**config.mk**
```make
export PLATFORM = sky130hd
export DESIGN_NAME = digit_scan_driver
export DESIGN_NICKNAME = d
export VERILOG_FILES = /design/src/rtl/digit_scan_driver.sv
export SDC_FILE = /design/constraint.sdc
export NUM_CORES = 1
export LEC_CHECK = 0
export ABC_AREA = 1
export BUFFER_PORTS_ARGS = -buffer_cell sky130_fd_sc_hd__buf_2
export CAP_MARGIN = 20
export CORE_AREA = 5 5 108 110
export CTS_CLUSTER_DIAMETER = 100
export DETAILED_ROUTE_END_ITERATION = 6
export DIE_AREA = 0 0 113 115
export PLACE_DENSITY = 0.62
export SYNTH_ARGS = -nofsm -noshare
export SYNTH_HDL_FRONTEND = slang
export SYNTH_SLANG_ARGS = --single-unit
```
**constraint.sdc**
```tcl
create_clock -name clk -period 1.38 [get_ports clk]
set_input_delay 0.276 -clock clk [delete_from_list [all_inputs] [get_ports clk]]
set_output_delay 0.276 -clock clk [all_outputs]
set_load 0.01 [all_outputs]
```
**src/rtl/digit_scan_driver.sv**
```systemverilog
// Four-digit multiplexed 7-segment driver: hex decode, anode scan, leading-zero
// blanking, with new digit values double-buffered and committed only at frame ends.
module digit_scan_driver #(
  parameter int TICK_DIV       = 100000,
  parameter bit SEG_ACTIVE_LOW = 1'b1,
  parameter bit AN_ACTIVE_LOW  = 1'b1
) (
  input  logic        clk,
  input  logic        reset,
  input  logic [15:0] data,
  input  logic        load,
  input  logic [3:0]  dp_in,
  input  logic        blank_lz,
  output logic [3:0]  an,
  output logic [6:0]  seg,
  output logic        dp,
  output logic        frame_done
);

  localparam int              CNT_W   = $clog2(TICK_DIV);
  localparam logic [CNT_W-1:0] CNT_MAX = CNT_W'(TICK_DIV - 1);
  localparam logic [3:0]      AN_OFF  = AN_ACTIVE_LOW ? 4'hF : 4'h0;
  localparam logic [6:0]      SEG_OFF = SEG_ACTIVE_LOW ? 7'h7F : 7'h00;
  localparam logic            DP_OFF  = SEG_ACTIVE_LOW;

  logic [CNT_W-1:0] cnt_q, cnt_d;
  logic [1:0]       idx_q, idx_d;
  logic             pend_q, pend_d;
  logic [15:0]      pending_q, pending_d;
  logic [3:0]       pend_dp_q, pend_dp_d;
  logic [15:0]      disp_q, disp_d;
  logic [3:0]       disp_dp_q, disp_dp_d;
  logic             frame_done_q, frame_done_d;
  logic [3:0]       an_q, an_d;
  logic [6:0]       seg_q, seg_d;
  logic             dp_q, dp_d;

  logic             tick;
  logic             commit;
  logic [3:0]       nz;
  logic [3:0]       blank;
  logic [3:0]       digit;
  logic             lit;
  logic [3:0]       an_on;
  logic [6:0]       seg_on;
  logic             dp_on;

  // Low-true {g,f,e,d,c,b,a} patterns.
  function automatic logic [6:0] hex_low(input logic [3:0] h);
    case (h)
      4'h0:    hex_low = 7'b1000000;
      4'h1:    hex_low = 7'b1111001;
      4'h2:    hex_low = 7'b0100100;
      4'h3:    hex_low = 7'b0110000;
      4'h4:    hex_low = 7'b0011001;
      4'h5:    hex_low = 7'b0010010;
      4'h6:    hex_low = 7'b0000010;
      4'h7:    hex_low = 7'b1111000;
      4'h8:    hex_low = 7'b0000000;
      4'h9:    hex_low = 7'b0010000;
      4'hA:    hex_low = 7'b0001000;
      4'hB:    hex_low = 7'b0000011;
      4'hC:    hex_low = 7'b1000110;
      4'hD:    hex_low = 7'b0100001;
      4'hE:    hex_low = 7'b0000110;
      default: hex_low = 7'b0001110;
    endcase
  endfunction

  genvar gi;
  generate
    for (gi = 0; gi < 4; gi++) begin : g_nz
      assign nz[gi] = |disp_q[4*gi +: 4];
    end
  endgenerate

  // A digit blanks only when it and every digit to its left are zero.
  assign blank[3] = blank_lz & ~nz[3];
  assign blank[2] = blank_lz & ~(nz[3] | nz[2]);
  assign blank[1] = blank_lz & ~(|nz[3:1]);
  assign blank[0] = 1'b0;

  always_comb begin
    tick         = (cnt_q == CNT_MAX);
    cnt_d        = tick ? '0 : cnt_q + CNT_W'(1);
    idx_d        = tick ? idx_q + 2'd1 : idx_q;
    commit       = tick && (idx_q == 2'd3) && pend_q;
    frame_done_d = tick && (idx_q == 2'd3);

    pend_d    = pend_q;
    pending_d = pending_q;
    pend_dp_d = pend_dp_q;
    disp_d    = disp_q;
    disp_dp_d = disp_dp_q;
    if (commit) begin
      disp_d    = pending_q;
      disp_dp_d = pend_dp_q;
      pend_d    = 1'b0;
    end
    // A load coinciding with commit refills the buffer after the old value moves out.
    if (load) begin
      pending_d = data;
      pend_dp_d = dp_in;
      pend_d    = 1'b1;
    end

    digit  = disp_q[{idx_q, 2'b00} +: 4];
    lit    = ~blank[idx_q];
    an_on  = lit ? (4'b0001 << idx_q) : 4'b0000;
    seg_on = lit ? ~hex_low(digit) : 7'b0000000;
    dp_on  = lit & disp_dp_q[idx_q];

    an_d  = AN_ACTIVE_LOW ? ~an_on : an_on;
    seg_d = SEG_ACTIVE_LOW ? ~seg_on : seg_on;
    dp_d  = SEG_ACTIVE_LOW ? ~dp_on : dp_on;
  end

  always_ff @(posedge clk or negedge reset) begin
    if (!reset) begin
      cnt_q        <= '0;
      idx_q        <= 2'd0;
      pend_q       <= 1'b0;
      pending_q    <= 16'h0000;
      pend_dp_q    <= 4'h0;
      disp_q       <= 16'h0000;
      disp_dp_q    <= 4'h0;
      frame_done_q <= 1'b0;
      an_q         <= AN_OFF;
      seg_q        <= SEG_OFF;
      dp_q         <= DP_OFF;
    end else begin
      cnt_q        <= cnt_d;
      idx_q        <= idx_d;
      pend_q       <= pend_d;
      pending_q    <= pending_d;
      pend_dp_q    <= pend_dp_d;
      disp_q       <= disp_d;
      disp_dp_q    <= disp_dp_d;
      frame_done_q <= frame_done_d;
      an_q         <= an_d;
      seg_q        <= seg_d;
      dp_q         <= dp_d;
    end
  end

  assign an         = an_q;
  assign seg        = seg_q;
  assign dp         = dp_q;
  assign frame_done = frame_done_q;

endmodule

```
Yosys cells after proc, flatten, opt, wreduce, memory -nomap -nowiden

Memory sizes are Yosys's and may differ from the RTL's.
Cells that the tools add are included.
W data, S select, Z words.

Eq/ne operators: 2
Reduce and logical (&&, ||, !) cells: 6
Bitwise logic cells: 13
Multiplexer cells: 9
$lt $le $gt $ge: 1
Add/subtract/negate cells: 2
Shift operators: 2

Operator list:

| cell                    | number |
|---|---|
| $add A17 B1 Y17 const B | 1 |
| $eq A17 B17 Y1 const B  | 1 |
| $mux W17                | 1 |
| $shiftx A16 B5 Y4       | 1 |
| $not A7 Y7              | 2 |
| $reduce_or A12 Y1       | 1 |
| $reduce_or A4 Y1        | 2 |
| $mux W7                 | 1 |
| $not A1 Y1              | 5 |
| $and A1 B1 Y1           | 4 |
| $bmux W1 S2             | 2 |
| $mux W1                 | 4 |
| $mux W4                 | 1 |
| $not A4 Y4              | 1 |
| $shl A1 B2 Y4 const A   | 1 |
| $lt A2 B3 Y1 const B    | 1 |
| $add A2 B1 Y2 const B   | 1 |
| $eq A2 B2 Y1 const B    | 1 |
| $logic_and A1 B1 Y1     | 2 |
| $reduce_bool A2 Y1      | 1 |
| $or A1 B1 Y1            | 1 |

Memory bits (read-only): 112
Flip-flop bits (word level): 73
Memories: 1
Input bits: 24
Output and inout port bits: 13

Memory list:

| memory          | depth | bits a word | rd ports | clocked after Yosys merged registers in | write ports | RTL line | text |
|---|---|---|---|---|---|---|---|
| (no name shown) | 16    | 7           | 1        | 0                                       | 0           | 50       | `case (h)` |

Depth between registers and ports, before layout

Depth after elaboration: 9
Mapped depth: 11
Gate-level depth less buffers: 10

Worst setup path before layout

Ideal clock, no wire load.

Path kind: register to register
From: register idx_q[0]
To: register seg_q[0] (netlist: seg[0])
Path slack: -0.119 ns
Stages on the path, launching flop included: 11
Period minus slack after synthesis: 1.499 ns
Library setup time: 0.086 ns
Arrival: 1.413 ns
Cell sequence: dfrtp_1 -> buf_4 -> nand2_1 -> nand3_1 -> nand2_1 -> inv_1 -> ha_1 -> inv_1 -> nand2_1 -> nand3_1 -> nand3_1

Cells in the longest elaborated chain, start to end: 5
Elaborated cells on any way between the ends: 7

RTL lines:

| item                     | RTL line | text |
|---|---|---|
| start: declaration       | 27       | `logic [1:0] idx_q, idx_d;` |
| start signal: assignment | 133      | `idx_q <= idx_d;` |
| $shiftx A16 B5 Y4        | 107      | `digit = disp_q[{idx_q, 2'b00} +: 4];` |
| $mem_v2 Z16 W7           | --       |  |
| $not A7 Y7               | 110      | `seg_on = lit ? ~hex_low(digit) : 7'b0000000;` |
| $mux W7 (*)              | 110      |  |
| $not A7 Y7 (*)           | 114      | `seg_d = SEG_ACTIVE_LOW ? ~seg_on : seg_on;` |
| named net seg_d[0]       | 35       | `logic [6:0] seg_q, seg_d;` |
| end signal: assignment   | 141      | `seg_q <= seg_d;` |
| end: declaration         | 35       |  |

Mark *: on every way through the listed nets, which the timed path passes. The rest lies on a longest branch. The select of a mux whose other input is x is not followed.
A chain may end at the register's enable or synchronous reset.

Worst setup path in the final report

From: register idx_q[0]
To: register seg_q[3] (netlist: seg[3])

The elaborated chain is that of the path after synthesis.

==> results.py <==
metrics = {
    "outcome": {
        "outcome": "complete, but fails checks",
        "failed_checks": "setup timing",
    },
    "floorplanning": {
        "top_level_ports": 37,
        "start_util": 0.343,
        "total_die_area_um2": 13000,
        "overall_die_height_um": 115,
        "fp.dieW_um": 113,
        "design.core.area_um2": 10600,
        "num_rows": 38,
    },
    "run": {
        "drv.max_cap_violation_count": 0,
    },
    "global_route": {
        "grt_remaining_overflow": 0,
        "grt_antenna_before_repair": 0,
        "via_count_of_the_first_global_routing_pass": 3201,
        "grt_start_max_net_pins": 74,
        "grt_usage": 0.141,
        "wire_length_of_the_first_global_routing_pass_um": 15100,
    },
    "cts": {
        "cts_buffer_count": 9,
        "tritoncts": "done",
        "clockBufferDepth": 2,
        "clock-root-buffer": "clkbuf_8",
        "clkLatencyLatePin_ps": 350,
        "cts-htree-levels": 3,
        "cts.sink_count": 73,
        "clk_pin_slew_ps": 90,
    },
    "critical_path": {
        "worst_setup_path_startpoint": "idx_q[0]",
        "criticalPathCategory": "flip-flop to flip-flop",
        "worst-endpoint-arrival_ps": 1830,
        "rr_endpoint": "seg[3]",
        "r2r_start": "idx_q[0]",
        "start_kind": "flip-flop",
        "critical_path.endpoint_type": "flip-flop",
        "cp.required_ps": 1680,
        "worstRegToRegCells": 10,
        "timing.reg2reg.setup_slack_ps": -140,
        "path_max_fanout": 7,
    },
    "synthesis": {
        "avgSynthCellArea_um2": 8.31,
        "ys_seq_area_frac": 0.507,
        "synth.net_count": 472,
        "ys.warnings.count": 0,
        "syn-instance-count": 437,
        "yosys_register_bits": 73,
        "top_area_cell_type_share_of_the_netlist_area": 0.420,
        "post-synth-top-area-cell": "dfrtp_1",
        "syn_area_um2": 3630,
        "netlist_top_cells_area": "dfrtp_1, nand2_1, dfstp_2, ha_1, nand4_1",
        "synth_cell_type_count": 31,
    },
    "sta": {
        "postLayoutSetupSlackWorst_ps": -145,
        "worst_slew_margin_rel": 0.715,
        "timing_worst_slew_pin_value_ps": 425,
        "period_share": 1.11,
        "max_clock_freq_mhz": 656,
        "rsz0062_at_grt": "true",
        "drv_slew": 0,
        "report.final.hold_viol_count": 0,
        "worst_clock_skew_ps": 9.59,
        "fin_worst_hold_slack_ps": 115,
        "min_period_ps": 1520,
        "final-setup-viol-count": 40,
    },
    "placed_design": {
        "port_buffers": 36,
        "detailedPlacementHpwl_um": 5690,
        "placed_cell_area_um2": 4250,
        "globalplace.congestion": 0.877,
    },
    "power_and_ir_drop": {
        "power.leakage_uw": 0.00254,
        "pwr_density_cell_nw_per_um2": 801,
        "worst_ir_drop_vdd_mv": 0.489,
    },
    "worst_hold_path": {
        "destination_of_the_worst_hold_path": "pending_q[15]",
        "hold_path.class": "input pin to flip-flop",
        "hold_path.startpoint": "data[15]",
        "worstHoldPathCells": 3,
    },
    "cells_and_area": {
        "stdcell_area_um2": 4990,
        "area_delta_synth_final_pct": 37.3,
        "design.final.nets": 562,
        "n_antenna_cell": 0,
        "drive_gt1_frac": 0.408,
    },
    "route": {
        "initialDrtViolationCount": 129,
        "post_route_ant_nets": 0,
        "via_count": 3188,
        "routed_via_density": 4.74,
        "detail_route.wirelength_um": 9060,
        "wire_per_inst_um": 13.5,
        "drc_violations_left": 0,
        "dr.pass1.iters": 4,
    },
}
[state kept, by name, summed over array words and instances (netlist names)]
signal and count:
dp 1, pend_q 1, an 4, frame_done 1, idx_q 2, cnt_q 17
disp_dp_q 4, disp_q 16, seg 7, pending_q 16, pend_dp_q 4
[layer usage]
layer / part of all wire / track usage
met5: 0 / 0
met4: 0.018 / 0.0465
met3: 0.042 / 0.0321
met2: 0.48 / 0.229
met1: 0.46 / 0.189
[critical path, stage by stage (launching register included)]
cell     delay, ps
dfrtp_2        460
buf_6          130
nand2_2         60
nand3_2        100
nand2_4        100
inv_4          120
ha_4           160
inv_4           40
o21ai_2        140
nand2_1         90
nand3_2         70
[timing repair]
action / CTS / global route
pin swaps: 14 / 26
gates resized for setup: 33 / 77
buffers inserted: 11 / 6
endpoints found under the setup margin: 41 / 48
endpoints found under the hold margin: 61 / 0
hold buffers: 1 / 0
cloned: 4 / 0
[synth_stat cells]
cell type,n
nand2_1,168
dfrtp_1,61
nor2_1,36
inv_1,29
nand3_1,26
nand4_1,22
dfstp_2,12
ha_1,11
xor2_1,8
buf_6,7
inv_2,7
o21ai_0,6
o21ai_1,6
nand2_2,5
nor3_1,5
buf_2,4
clkbuf_1,4
nand3_2,4
nor2_2,3
nand3b_1,2
a21oi_1,1
buf_4,1
nand4_2,1
nor2_4,1
nor2_8,1
nor3_2,1
nor3b_1,1
o211ai_1,1
o21bai_1,1
o22ai_1,1
xor2_2,1
[where the power goes]
part / total [uW] / internal, uW / switching [uW]
logic: 156 / 58.7 / 97.3
clock network: 1620 / 687 / 929
registers: 2220 / 2190 / 31.9
[how the worst max path moves through the flow]
stage	to	slack [ps]	cells after the start
floorplan	seg[3]	-60	9
global placement	seg[3]	-110	10
detailed placement	seg[3]	-150	10
CTS	disp_q[6]	-90	9
global route	seg[0]	-200	10
finish	seg[3]	-140	10
[per-stage QoR]
stage | total power (uW) | cells | utilization | setup TNS (ps) | worst slack (ps)
after floorplan | 2310 | 437 | - | -171 | -55.2
after global placement | 2410 | 638 | 0.401 | -777 | -105
after detailed placement | 2420 | 638 | 0.401 | -2190 | -152
after CTS | 4040 | 670 | 0.445 | -2020 | -91.9
after global routing | 4160 | 672 | 0.470 | -5990 | -201
final | 4000 | 672 | 0.470 | -2490 | -145
[area by class of cell]
| cell class | count | area [um2] |
|---|---|---|
| Sequential cell | 73 | 1850 |
| Tap cell | 140 | 175 |
| Inverter | 36 | 153 |
| Clock inverter | 7 | 61.3 |
| Multi-Input combinational cell | 314 | 1940 |
| Clock buffer | 9 | 124 |
| Fill cell | 1036 | 5620 |
| Timing Repair Buffer | 93 | 691 |
[cells by family after synthesis]
family | share of synthesized area
DFF | 0.507
xor gates and xnor gates | 0.0238
adders and majority gates | 0.0379
AOI/OAI and AO/OA | 0.0238
and+or+nand+nor | 0.337
buffers and inverters | 0.0706
[layout by cell type, fill, tap and decap left out, types with 11 or more instances in the layout]
cell type  synthesis  final
buf_4              1     44
nand4_1           22     22
nand2_2            5     23
nand2_4            0     11
dfstp_2           12     12
nand3_2            4     13
nand3_1           26     13
nand2_1          168    139
inv_1             29     21
buf_2              4     36
nor2_1            36     31
dfrtp_1           61     58
Power figures use the tool's default switching activity.
